## config.mk

```make
export PLATFORM = sky130hd
export DESIGN_NAME = fifo4_port_ctrl
export DESIGN_NICKNAME = d
export VERILOG_FILES = /design/src/rtl/fifo4_port_ctrl.sv
export SDC_FILE = /design/constraint.sdc
export NUM_CORES = 1
export LEC_CHECK = 0
export CAP_MARGIN = 20
export CORE_MARGIN = 1
export CORE_UTILIZATION = 55
export CTS_CLUSTER_DIAMETER = 120
export DETAILED_ROUTE_END_ITERATION = 7
export DONT_BUFFER_PORTS = 1
export PLACE_DENSITY = 0.73
export SYNTH_ARGS = -nofsm -noshare
export SYNTH_HDL_FRONTEND = slang
export SYNTH_SLANG_ARGS = --single-unit
export TNS_END_PERCENT = 1
```

## constraint.sdc

```tcl
create_clock -name clk -period 1.7 [get_ports clk]
set_input_delay 0.17 -clock clk [delete_from_list [all_inputs] [get_ports clk]]
set_output_delay 0.17 -clock clk [all_outputs]
set_load 0.05 [all_outputs]
```

## src/rtl/fifo4_port_ctrl.sv

```systemverilog
// Shares one unclocked 4-deep ripple FIFO between two writers and one reader.
// Generates timed strobes, synchronizes the FIFO flags and arbitrates service.
module fifo4_port_ctrl #(
    parameter int unsigned WIDTH  = 4,
    parameter int unsigned PULSE  = 2,
    parameter int unsigned SETTLE = 4
) (
    input  logic             clk,
    input  logic             clr,
    input  logic             req0,
    input  logic             req1,
    input  logic [WIDTH-1:0] din0,
    input  logic [WIDTH-1:0] din1,
    output logic             ack0,
    output logic             ack1,
    input  logic             rd_req,
    output logic             rd_ack,
    output logic [WIDTH-1:0] rd_data,
    output logic [WIDTH-1:0] f_din,
    output logic             f_write,
    output logic             f_read,
    output logic             f_clr,
    input  logic [WIDTH-1:0] f_dout,
    input  logic             f_empty,
    input  logic             f_full,
    output logic             busy
);

    localparam int unsigned CntMax = (PULSE > SETTLE) ? PULSE : SETTLE;
    localparam int unsigned CntW   = $clog2(CntMax + 1);
    localparam logic [CntW-1:0] PulseLoad  = CntW'(PULSE - 1);
    localparam logic [CntW-1:0] SettleLoad = CntW'(SETTLE - 1);
    localparam logic [CntW-1:0] CntOne     = CntW'(1);

    // Each strobe owns a dedicated state bit so the FIFO sees a clean flop output.
    typedef enum logic [3:0] {
        StIdle     = 4'b0000,
        StWrPulse  = 4'b0001,
        StRdPulse  = 4'b0010,
        StWrSettle = 4'b0100,
        StRdSettle = 4'b1000
    } state_e;

    state_e            state_q, state_d;
    logic [CntW-1:0]   cnt_q, cnt_d;
    logic              wr_sel_q, wr_sel_d;
    logic              last_wr_q, last_wr_d;
    logic              last_op_q, last_op_d;   // 1 = write, 0 = read
    logic [WIDTH-1:0]  f_din_q, f_din_d;
    logic [WIDTH-1:0]  hold_q, hold_d;
    logic [WIDTH-1:0]  rd_data_q, rd_data_d;

    logic empty_m, empty_s, full_m, full_s;

    logic wr0_ok, wr1_ok, wr_any, rd_ok, wr_pick, grant_wr, grant_rd;

    always_ff @(posedge clk or posedge clr) begin
        if (clr) begin
            empty_m <= 1'b1;
            empty_s <= 1'b1;
            full_m  <= 1'b0;
            full_s  <= 1'b0;
        end else begin
            empty_m <= f_empty;
            empty_s <= empty_m;
            full_m  <= f_full;
            full_s  <= full_m;
        end
    end

    assign wr0_ok   = req0 && !full_s;
    assign wr1_ok   = req1 && !full_s;
    assign wr_any   = wr0_ok || wr1_ok;
    assign rd_ok    = rd_req && !empty_s;
    assign wr_pick  = (wr0_ok && wr1_ok) ? !last_wr_q : wr1_ok;
    assign grant_wr = wr_any && (!rd_ok || !last_op_q);
    assign grant_rd = rd_ok && (!wr_any || last_op_q);

    always_ff @(posedge clk or posedge clr) begin
        if (clr) begin
            state_q   <= StIdle;
            cnt_q     <= '0;
            wr_sel_q  <= 1'b0;
            last_wr_q <= 1'b1;
            last_op_q <= 1'b0;
            f_din_q   <= '0;
            hold_q    <= '0;
            rd_data_q <= '0;
        end else begin
            state_q   <= state_d;
            cnt_q     <= cnt_d;
            wr_sel_q  <= wr_sel_d;
            last_wr_q <= last_wr_d;
            last_op_q <= last_op_d;
            f_din_q   <= f_din_d;
            hold_q    <= hold_d;
            rd_data_q <= rd_data_d;
        end
    end

    always_comb begin
        state_d   = state_q;
        cnt_d     = cnt_q;
        wr_sel_d  = wr_sel_q;
        last_wr_d = last_wr_q;
        last_op_d = last_op_q;
        f_din_d   = f_din_q;
        hold_d    = hold_q;
        rd_data_d = rd_data_q;
        unique case (state_q)
            StIdle: begin
                if (grant_wr) begin
                    state_d  = StWrPulse;
                    cnt_d    = PulseLoad;
                    wr_sel_d = wr_pick;
                    f_din_d  = wr_pick ? din1 : din0;
                end else if (grant_rd) begin
                    state_d = StRdPulse;
                    cnt_d   = PulseLoad;
                    // Capture the head word before the strobe pops it.
                    hold_d  = f_dout;
                end
            end
            StWrPulse: begin
                if (cnt_q == '0) begin
                    state_d = StWrSettle;
                    cnt_d   = SettleLoad;
                end else begin
                    cnt_d = cnt_q - CntOne;
                end
            end
            StWrSettle: begin
                if (cnt_q == '0) begin
                    state_d   = StIdle;
                    last_wr_d = wr_sel_q;
                    last_op_d = 1'b1;
                end else begin
                    cnt_d = cnt_q - CntOne;
                end
            end
            StRdPulse: begin
                if (cnt_q == '0) begin
                    state_d = StRdSettle;
                    cnt_d   = SettleLoad;
                end else begin
                    cnt_d = cnt_q - CntOne;
                end
            end
            StRdSettle: begin
                if (cnt_q == '0) begin
                    state_d   = StIdle;
                    last_op_d = 1'b0;
                end else begin
                    cnt_d = cnt_q - CntOne;
                    // Publish the word as the final settle cycle (rd_ack) begins.
                    if (cnt_q == CntOne) begin
                        rd_data_d = hold_q;
                    end
                end
            end
            default: state_d = StIdle;
        endcase
    end

    always_comb begin
        f_write = state_q[0];
        f_read  = state_q[1];
        busy    = (state_q != StIdle);
        ack0    = (state_q == StWrSettle) && (cnt_q == '0) && !wr_sel_q;
        ack1    = (state_q == StWrSettle) && (cnt_q == '0) && wr_sel_q;
        rd_ack  = (state_q == StRdSettle) && (cnt_q == '0);
        f_din   = f_din_q;
        rd_data = rd_data_q;
    end

    assign f_clr = clr;

endmodule
```

==> metrics, run 1 <==
run status finished with violations; violations in the final reports setup timing; simple-gate share of the synthesized area 0.153; required time worst endpoint 1910 ps; total inserted antenna cells 0; row count 17; headroom to the max-slew limit 0.660; HP Class input pin to register; global-route wire length before repair around 5.3 mm; endpoint kind of the worst setup timing path register; number of register bits inferred by synthesis 26; slowest cell on the critical path sky130_fd_sc_hd__or4_4; Iteration-0 DRC Markers 11; Detailed Place HPWL a little over 2 mm; combinational family with the most area after synthesis simple AND/OR/NAND/NOR gates; setup repair after global routing missed its margin true; Mapped Nets between 100 and 150; net count reported at finish roughly 180; XOR/XNOR share of the synthesized area 0.0197; vias in the first global route 1163; Critical path destination hold_q[2]; kind of launch point of the worst setup path register; type of the worst setup path register to register; total of endpoints with negative setup slack in the final report 22; max-cap viol count 0; initial antenna violation count 0; clock transition at the register clock pins on the worst setup and hold paths after CTS between 100 and 150 ps; overall global routing resource usage 0.276; critical path depth 4; CTS HTree Levels 1; count of flip-flops with a built-in enable after synthesis 0; per-cell via count in the routed design between 5 and 6; first-pass detailed-route iteration total 4; total vias in the final route about 1100; area share of fa/ha/maj cells after synthesis 0.0281; synth warn 0; Total Wirelength roughly 3.2 mm; count of buffers inserted at the top-level ports 0; worst-path fanout max 4; number of clock sinks 26; startpoint of the most critical register-to-register path state_q[1]; clock buffer count from CTS 3; GRT overflow 0; final-report hold violation count 0; endpoint of the most critical register-to-register path hold_q[2]; worst setup path startpoint state_q[1]; layout-stage area growth over the synthesis result 43.3%; Worst-Skew Late Latency 320 ps; net switching fraction of the power 0.447; VDD IR-drop max ~0.0015 V; P per Cell Area about 2000 mW/mm^2; wire length per cell after detailed routing about 17 um; leakage dissipation 0.877 nW; worst setup slack after layout -284 ps; clock network fraction of design power 0.080; area of the core 0.00225 mm^2; Syn Inst Count 120; number of top-level design ports 34; layout cell share with drive strength beyond 1 0.472; critical-path cell list buf_6 -> or4_4 -> or3_4 -> mux2_4; Worst R2R Setup Slack -280 ps; part of the total power dissipated in combinational logic 0.560; Async SR Flop Fraction 1.00; Avg Synthesized Cell Area ~11 um^2; power share of the sequential group 0.360; family with the most delay on the worst path simple AND/OR/NAND/NOR gates; worst reg2reg path depth 4; Die Span Y approximately 50 um; setup slack at placement -168 ps; placer congestion estimate 0.811; Detail Route Antenna Nets 0; net switching power of the design between 1.5 and 2 mW; DRC errors left 0; clock tree root driver cell sky130_fd_sc_hd__clkbuf_4; Critical path buffers and inverters 1; Final min period about 2000 ps; clock skew approximately 8.6 ps; post-synthesis mux area share 0.134; fraction of the yosys area taken by sequential cells 0.490; full die area between 0.002 and 0.003 mm^2; internal cell power 2.08 mW; final max-slew violation count 0; Post-synth top flop sky130_fd_sc_hd__dfrtp_1; worst hold margin approximately 28 ps; post-route fraction of the period consumed by the critical path 1.17; horizontal die dimension between 50 and 60 um; clock tree from TritonCTS yes; starting density of the core 0.593; post-synthesis compound-gate area fraction 0.131; distinct cell type count of the synthesized netlist 42; pin count of the biggest net entering global routing 16; Crit path arrival time between 2000 and 2500 ps; Cell Area, Synth roughly 0.0013 mm^2; maximum single-stage delay on the critical path 550 ps; Clock Tree Buf Depth 2; FMAX slightly above 500 MHz; pin slew with the least headroom to its limit between 500 and 600 ps
==> layer usage <==
metal | part of all wire | up-vias | GRT usage
met5 | 0 | - | 0
met4 | 0.011 | 0 | 0.0946
met3 | 0.036 | 4 | 0.0417
met2 | 0.55 | 27 | 0.515
met1 | 0.40 | 523 | 0.318
li1 | - | 510 | -
==> placed cells by master, fill, tap and decap left out, types with 2 or more instances in the layout <==
cell type                       instances
sky130_fd_sc_hd__dfrtp_1               22
sky130_fd_sc_hd__buf_4                 21
sky130_fd_sc_hd__buf_6                 11
sky130_fd_sc_hd__dlygate4sd3_1          7
sky130_fd_sc_hd__inv_1                  5
sky130_fd_sc_hd__mux2_2                 5
sky130_fd_sc_hd__mux2_4                 5
sky130_fd_sc_hd__nor2_1                 4
sky130_fd_sc_hd__mux2i_1                4
sky130_fd_sc_hd__nand2_1                4
sky130_fd_sc_hd__a211oi_1               3
sky130_fd_sc_hd__o21ai_1                3
sky130_fd_sc_hd__o21ai_0                3
sky130_fd_sc_hd__clkbuf_4               3
sky130_fd_sc_hd__dfstp_2                3
sky130_fd_sc_hd__buf_12                 3
sky130_fd_sc_hd__xnor2_1                2
sky130_fd_sc_hd__or4b_4                 2
sky130_fd_sc_hd__and2_4                 2
sky130_fd_sc_hd__nor2b_1                2
sky130_fd_sc_hd__a211o_1                2
sky130_fd_sc_hd__nand2b_1               2
sky130_fd_sc_hd__or3_1                  2
sky130_fd_sc_hd__nor3b_1                2
sky130_fd_sc_hd__nand3_1                2
sky130_fd_sc_hd__a21oi_1                2
sky130_fd_sc_hd__nor2_4                 2
sky130_fd_sc_hd__inv_2                  2
sky130_fd_sc_hd__a32o_1                 2
sky130_fd_sc_hd__ha_1                   2
==> worst register-to-register path, stage by stage, from the launching register on <==
cell and delay (ps):
sky130_fd_sc_hd__dfrtp_2 460, sky130_fd_sc_hd__buf_6 120, sky130_fd_sc_hd__or4_4 560, sky130_fd_sc_hd__or3_4 430, sky130_fd_sc_hd__mux2_4 310
==> worst min path at each step <==
stage,from,to,cells after the start,slack [ps]
CTS,din0[2],f_din[2],2,50
floorplan,f_empty,empty_m,0,170
global placement,clr,rd_data[3],2,80
finish,din0[2],f_din[2],2,30
global route,din0[3],f_din[3],2,20
detailed placement,clr,rd_data[3],2,80
==> final cells by class <==
cell class / instances / area (um^2)
Fill cell: 118 / 340
Tap cell: 28 / 35.0
Sequential cell: 26 / 656
Multi-Input combinational cell: 80 / 749
Timing Repair Buffer: 42 / 412
Inverter: 7 / 26.3
Clock buffer: 4 / 36.3
==> sequential cells by signal, indices dropped and copies added, names as in the netlist <==
name,count
empty_m,1
wr_sel_q,1
rd_data,4
f_din,4
full_s,1
last_wr_q,1
state_q,4
full_m,1
empty_s,1
hold_q,4
cnt_q,3
last_op_q,1
==> logic make-up (layout without fill, tap and decap cells) <==
group / after synthesis / after routing
xor gates and xnor gates: 3 / 3
and+or+nand+nor: 35 / 35
AOI/OAI and AO/OA: 24 / 24
DFF: 26 / 26
adders and majority gates: 3 / 3
buffers and inverters: 14 / 53
muxes: 15 / 15
==> stage by stage <==
stage,cells,setup TNS (ps),instance area (um^2),util,total power [mW]
6_report,187,-3310,1910,0.849,3.76
5_1_grt,187,-4410,1910,0.849,3.96
4_1_cts,185,-2750,1850,0.821,3.58
3_5_place_dp,167,-1720,1570,0.695,2.92
3_3_place_gp,167,-1250,1570,0.695,2.85
2_1_floorplan,120,-6130,1350,-,2.39
==> Yosys cell counts (all sizes together), types with 3 or more instances <==
cell type / count / area, um^2
mux2: 11 / 139
o21ai: 6 / 30.0
or3: 3 / 23.8
nor2: 6 / 22.5
dfstp: 3 / 78.8
nand2b: 3 / 18.8
dfrtp: 23 / 576
ha: 3 / 37.5
buf: 5 / 26.3
nand2: 6 / 22.5
a211oi: 3 / 22.5
inv: 7 / 26.3
mux2i: 4 / 40.0
nand3: 4 / 20.0
==> power by group through the flow <==
stage	Clock (mW)	Sequential (mW)	Combinational [mW]
CTS	0.310	1.34	1.93
global route	0.339	1.38	2.24
finish	0.303	1.35	2.11
floorplan	0	1.37	1.03
detailed placement	0	1.36	1.56
global placement	0	1.35	1.50
==> repair_timing <==
item	4_1_cts	5_1_grt
pin swaps	7	4
endpoints found under the hold margin	32	0
setup endpoints to repair	20	22
buffers inserted	7	2
resized for setup	29	13
hold buffers	7	0
No activity file was read; power rests on OpenSTA's default activity.
==> run 2, diff against run 1 <==
--- a/config.mk
+++ b/config.mk
@@ -5,8 +5,9 @@
 export SDC_FILE = /design/constraint.sdc
 export NUM_CORES = 1
 export LEC_CHECK = 0
+export ABC_AREA = 1
 export CAP_MARGIN = 20
-export CORE_MARGIN = 1
+export CORE_MARGIN = 2
 export CORE_UTILIZATION = 55
 export CTS_CLUSTER_DIAMETER = 120
 export DETAILED_ROUTE_END_ITERATION = 7
==> metrics, run 2 <==
Final Instance Area roughly 0.0017 mm^2; Critical path buffers and inverters 3; critical-path cell list inv_2 -> ha_4 -> inv_2 -> nor2_4 -> nand2_4 -> nor2_4 -> buf_8; required time worst endpoint ~1500 ps; count of buffers inserted at the top-level ports 0; full die area 0.00300 mm^2; synth warn 0; starting density of the core 0.577; HP Class input pin to register; Avg Synthesized Cell Area between 8 and 9 um^2; commonest cells in the netlist sky130_fd_sc_hd__nand2_1, sky130_fd_sc_hd__inv_1, sky130_fd_sc_hd__dfrtp_1, sky130_fd_sc_hd__nand3_1, sky130_fd_sc_hd__o21ai_1; row count 18; final-report hold violation count 0; total inserted antenna cells 0; Detail Route Antenna Nets 0; run status complete, no violations; number of top-level design ports 34; setup slack at placement approximately 220 ps; Worst-Skew Late Latency about 330 ps; number of filler instances in the final layout approximately 180; DRC errors left 0; initial antenna violation count 0; Clock Tree Buf Depth 2; clock transition at the register clock pins on the worst setup and hold paths after CTS roughly 150 ps; fraction of the yosys area taken by sequential cells 0.462; wire length per cell after detailed routing approximately 13 um; headroom to the max-slew limit 0.674; overall global routing resource usage 0.229; clock tree from TritonCTS yes; FMAX around 590 MHz; per-cell via count in the routed design between 5 and 6; met3 wire length 150 um; net count reported at finish 219; pin slew with the least headroom to its limit ~490 ps; Async SR Flop Fraction 1.00; P per Cell Area 1970 mW/mm^2; non-filler instance count after layout 226; Post-synth top flop sky130_fd_sc_hd__dfrtp_1; sum of routed wire segments on met1 1.28 mm; Crit path arrival time between 1500 and 2000 ps; max-cap viol count 0; total vias in the final route around 1200; count of flip-flops with a built-in enable after synthesis 0; Die Span Y ~55 um; distinct cell type count of the synthesized netlist 21; commonest cells after routing, fill and taps aside sky130_fd_sc_hd__nand2_1, sky130_fd_sc_hd__dfrtp_1, sky130_fd_sc_hd__inv_1; first-pass detailed-route iteration total 4; worst-path fanout max 4; clock buffer count from CTS 3; GRT overflow 0; most common library cell in the layout ignoring fill and taps sky130_fd_sc_hd__nand2_1; routed wl met2 about 1.5 mm; slowest cell on the critical path sky130_fd_sc_hd__dfrtp_1; VDD IR-drop max between 0.001 and 0.0015 V; share of the synthesized area in the top cell type 0.406; Total Wirelength 2.92 mm; number of register bits inferred by synthesis 26; clock skew about 2.6 ps; placer congestion estimate 0.801; type of the worst setup path register to primary output; Detailed Place HPWL between 1.5 and 2 mm; Mapped Nets 194; leakage dissipation around 0.90 nW; clock tree root driver cell sky130_fd_sc_hd__clkbuf_4; layout cell share with drive strength beyond 1 0.311; layout-stage area growth over the synthesis result 21.9%; endpoint kind of the worst setup timing path primary output; post-route fraction of the period consumed by the critical path 0.989; area of the core between 0.002 and 0.0025 mm^2; pin count of the biggest net entering global routing 27; # placed instances ~210; setup repair after global routing missed its margin true; worst setup slack after layout around 19 ps; top layer in use met4; Iteration-0 DRC Markers 26; Final min period ~1700 ps; vias in the first global route between 1000 and 1500; Syn Inst Count 172; maximum single-stage delay on the critical path around 420 ps; total of endpoints with negative setup slack in the final report 0; power consumption 3.40 mW; cells taking the most area after synthesis sky130_fd_sc_hd__dfrtp_1, sky130_fd_sc_hd__nand2_1, sky130_fd_sc_hd__inv_1; kind of launch point of the worst setup path register; area of all sequential standard cells ~650 um^2; number of clock sinks 26; final max-slew violation count 0; Placed Area ~0.0015 mm^2; Total Neg Setup Slack 0 ps; CTS HTree Levels 1; global-route wire length before repair approximately 4.9 mm; count leader, synth sky130_fd_sc_hd__nand2_1; multi-input logic area 668 um^2; cell taking the most area after synthesis sky130_fd_sc_hd__dfrtp_1; Cell Area, Synth ~0.0014 mm^2; horizontal die dimension between 50 and 60 um; family with the most delay on the worst path flip-flops
-- run 2: final cells by class --
| cell class | count | share of cell area |
|---|---|---|
| sequential | 26 | 0.379 |
| multi-input combinational | 115 | 0.387 |
| clock inverter | 1 | 0.0174 |
| clock buffer | 3 | 0.0130 |
| inverter | 29 | 0.0630 |
| tap | 30 | 0.0217 |
| timing repair buffer | 22 | 0.119 |
-- run 2: worst register-to-register path: stages, from the launching register on --
cell                      delay (ps)
sky130_fd_sc_hd__dfrtp_1         420
sky130_fd_sc_hd__inv_2            90
sky130_fd_sc_hd__ha_4            130
sky130_fd_sc_hd__inv_2            40
sky130_fd_sc_hd__nor2_4          150
sky130_fd_sc_hd__buf_4           140
sky130_fd_sc_hd__buf_4           100
sky130_fd_sc_hd__inv_1            70
sky130_fd_sc_hd__nand2_1          60
sky130_fd_sc_hd__nand2_1          50
sky130_fd_sc_hd__nand2_1          60
sky130_fd_sc_hd__nand3_1          80
sky130_fd_sc_hd__nand2_1          80
-- run 2: cell families after synthesis --
group	synth area share
simple gates	0.333
buf+inv	0.0900
flops	0.462
compound gates	0.0830
fa+ha+maj	0.0265
xor+xnor	0.00618
-- run 2: layer usage --
metal | global-route usage | vias to the layer above
li1 | - | 578
met1 | 0.278 | 578
met2 | 0.397 | 46
met3 | 0.0464 | 5
met4 | 0.0833 | 0
met5 | 0 | -
-- run 2: final timing paths --
path | startpoint | end | slack (ps) | cells after the start
setup / recovery | cnt_q[0] | ack1 | 20 | 7
hold / removal | din1[2] | f_din[2] | 80 | 4
setup reg to reg | cnt_q[0] | cnt_q[1] | 200 | 12
hold reg to reg | full_m | full_s | 370 | 0
max in group asynchronous | clr | empty_s | 1100 | 3
min in group asynchronous | clr | state_q[0] | 310 | 3
-- run 2: power breakdown --
part / switching, mW / leakage (nW) / internal [mW]
combinational: 1.03 / 0.546 / 0.597
sequential: 0.499 / 0.324 / 0.845
clock: 0.194 / 0.0279 / 0.238
-- run 2: what timing repair did --
item,CTS,global route
hold buffers,7,0
endpoints found under the hold margin,29,0
setup endpoints to repair,3,3
resized for setup,13,1
buffers inserted,7,0
pin swaps,3,4
-- run 2: through the flow --
stage,utilization,hold slack (ps)
after global placement,0.615,130
after floorplan,-,174
final,0.704,80.7
after CTS,0.702,77.5
after detailed placement,0.615,136
after global routing,0.704,107
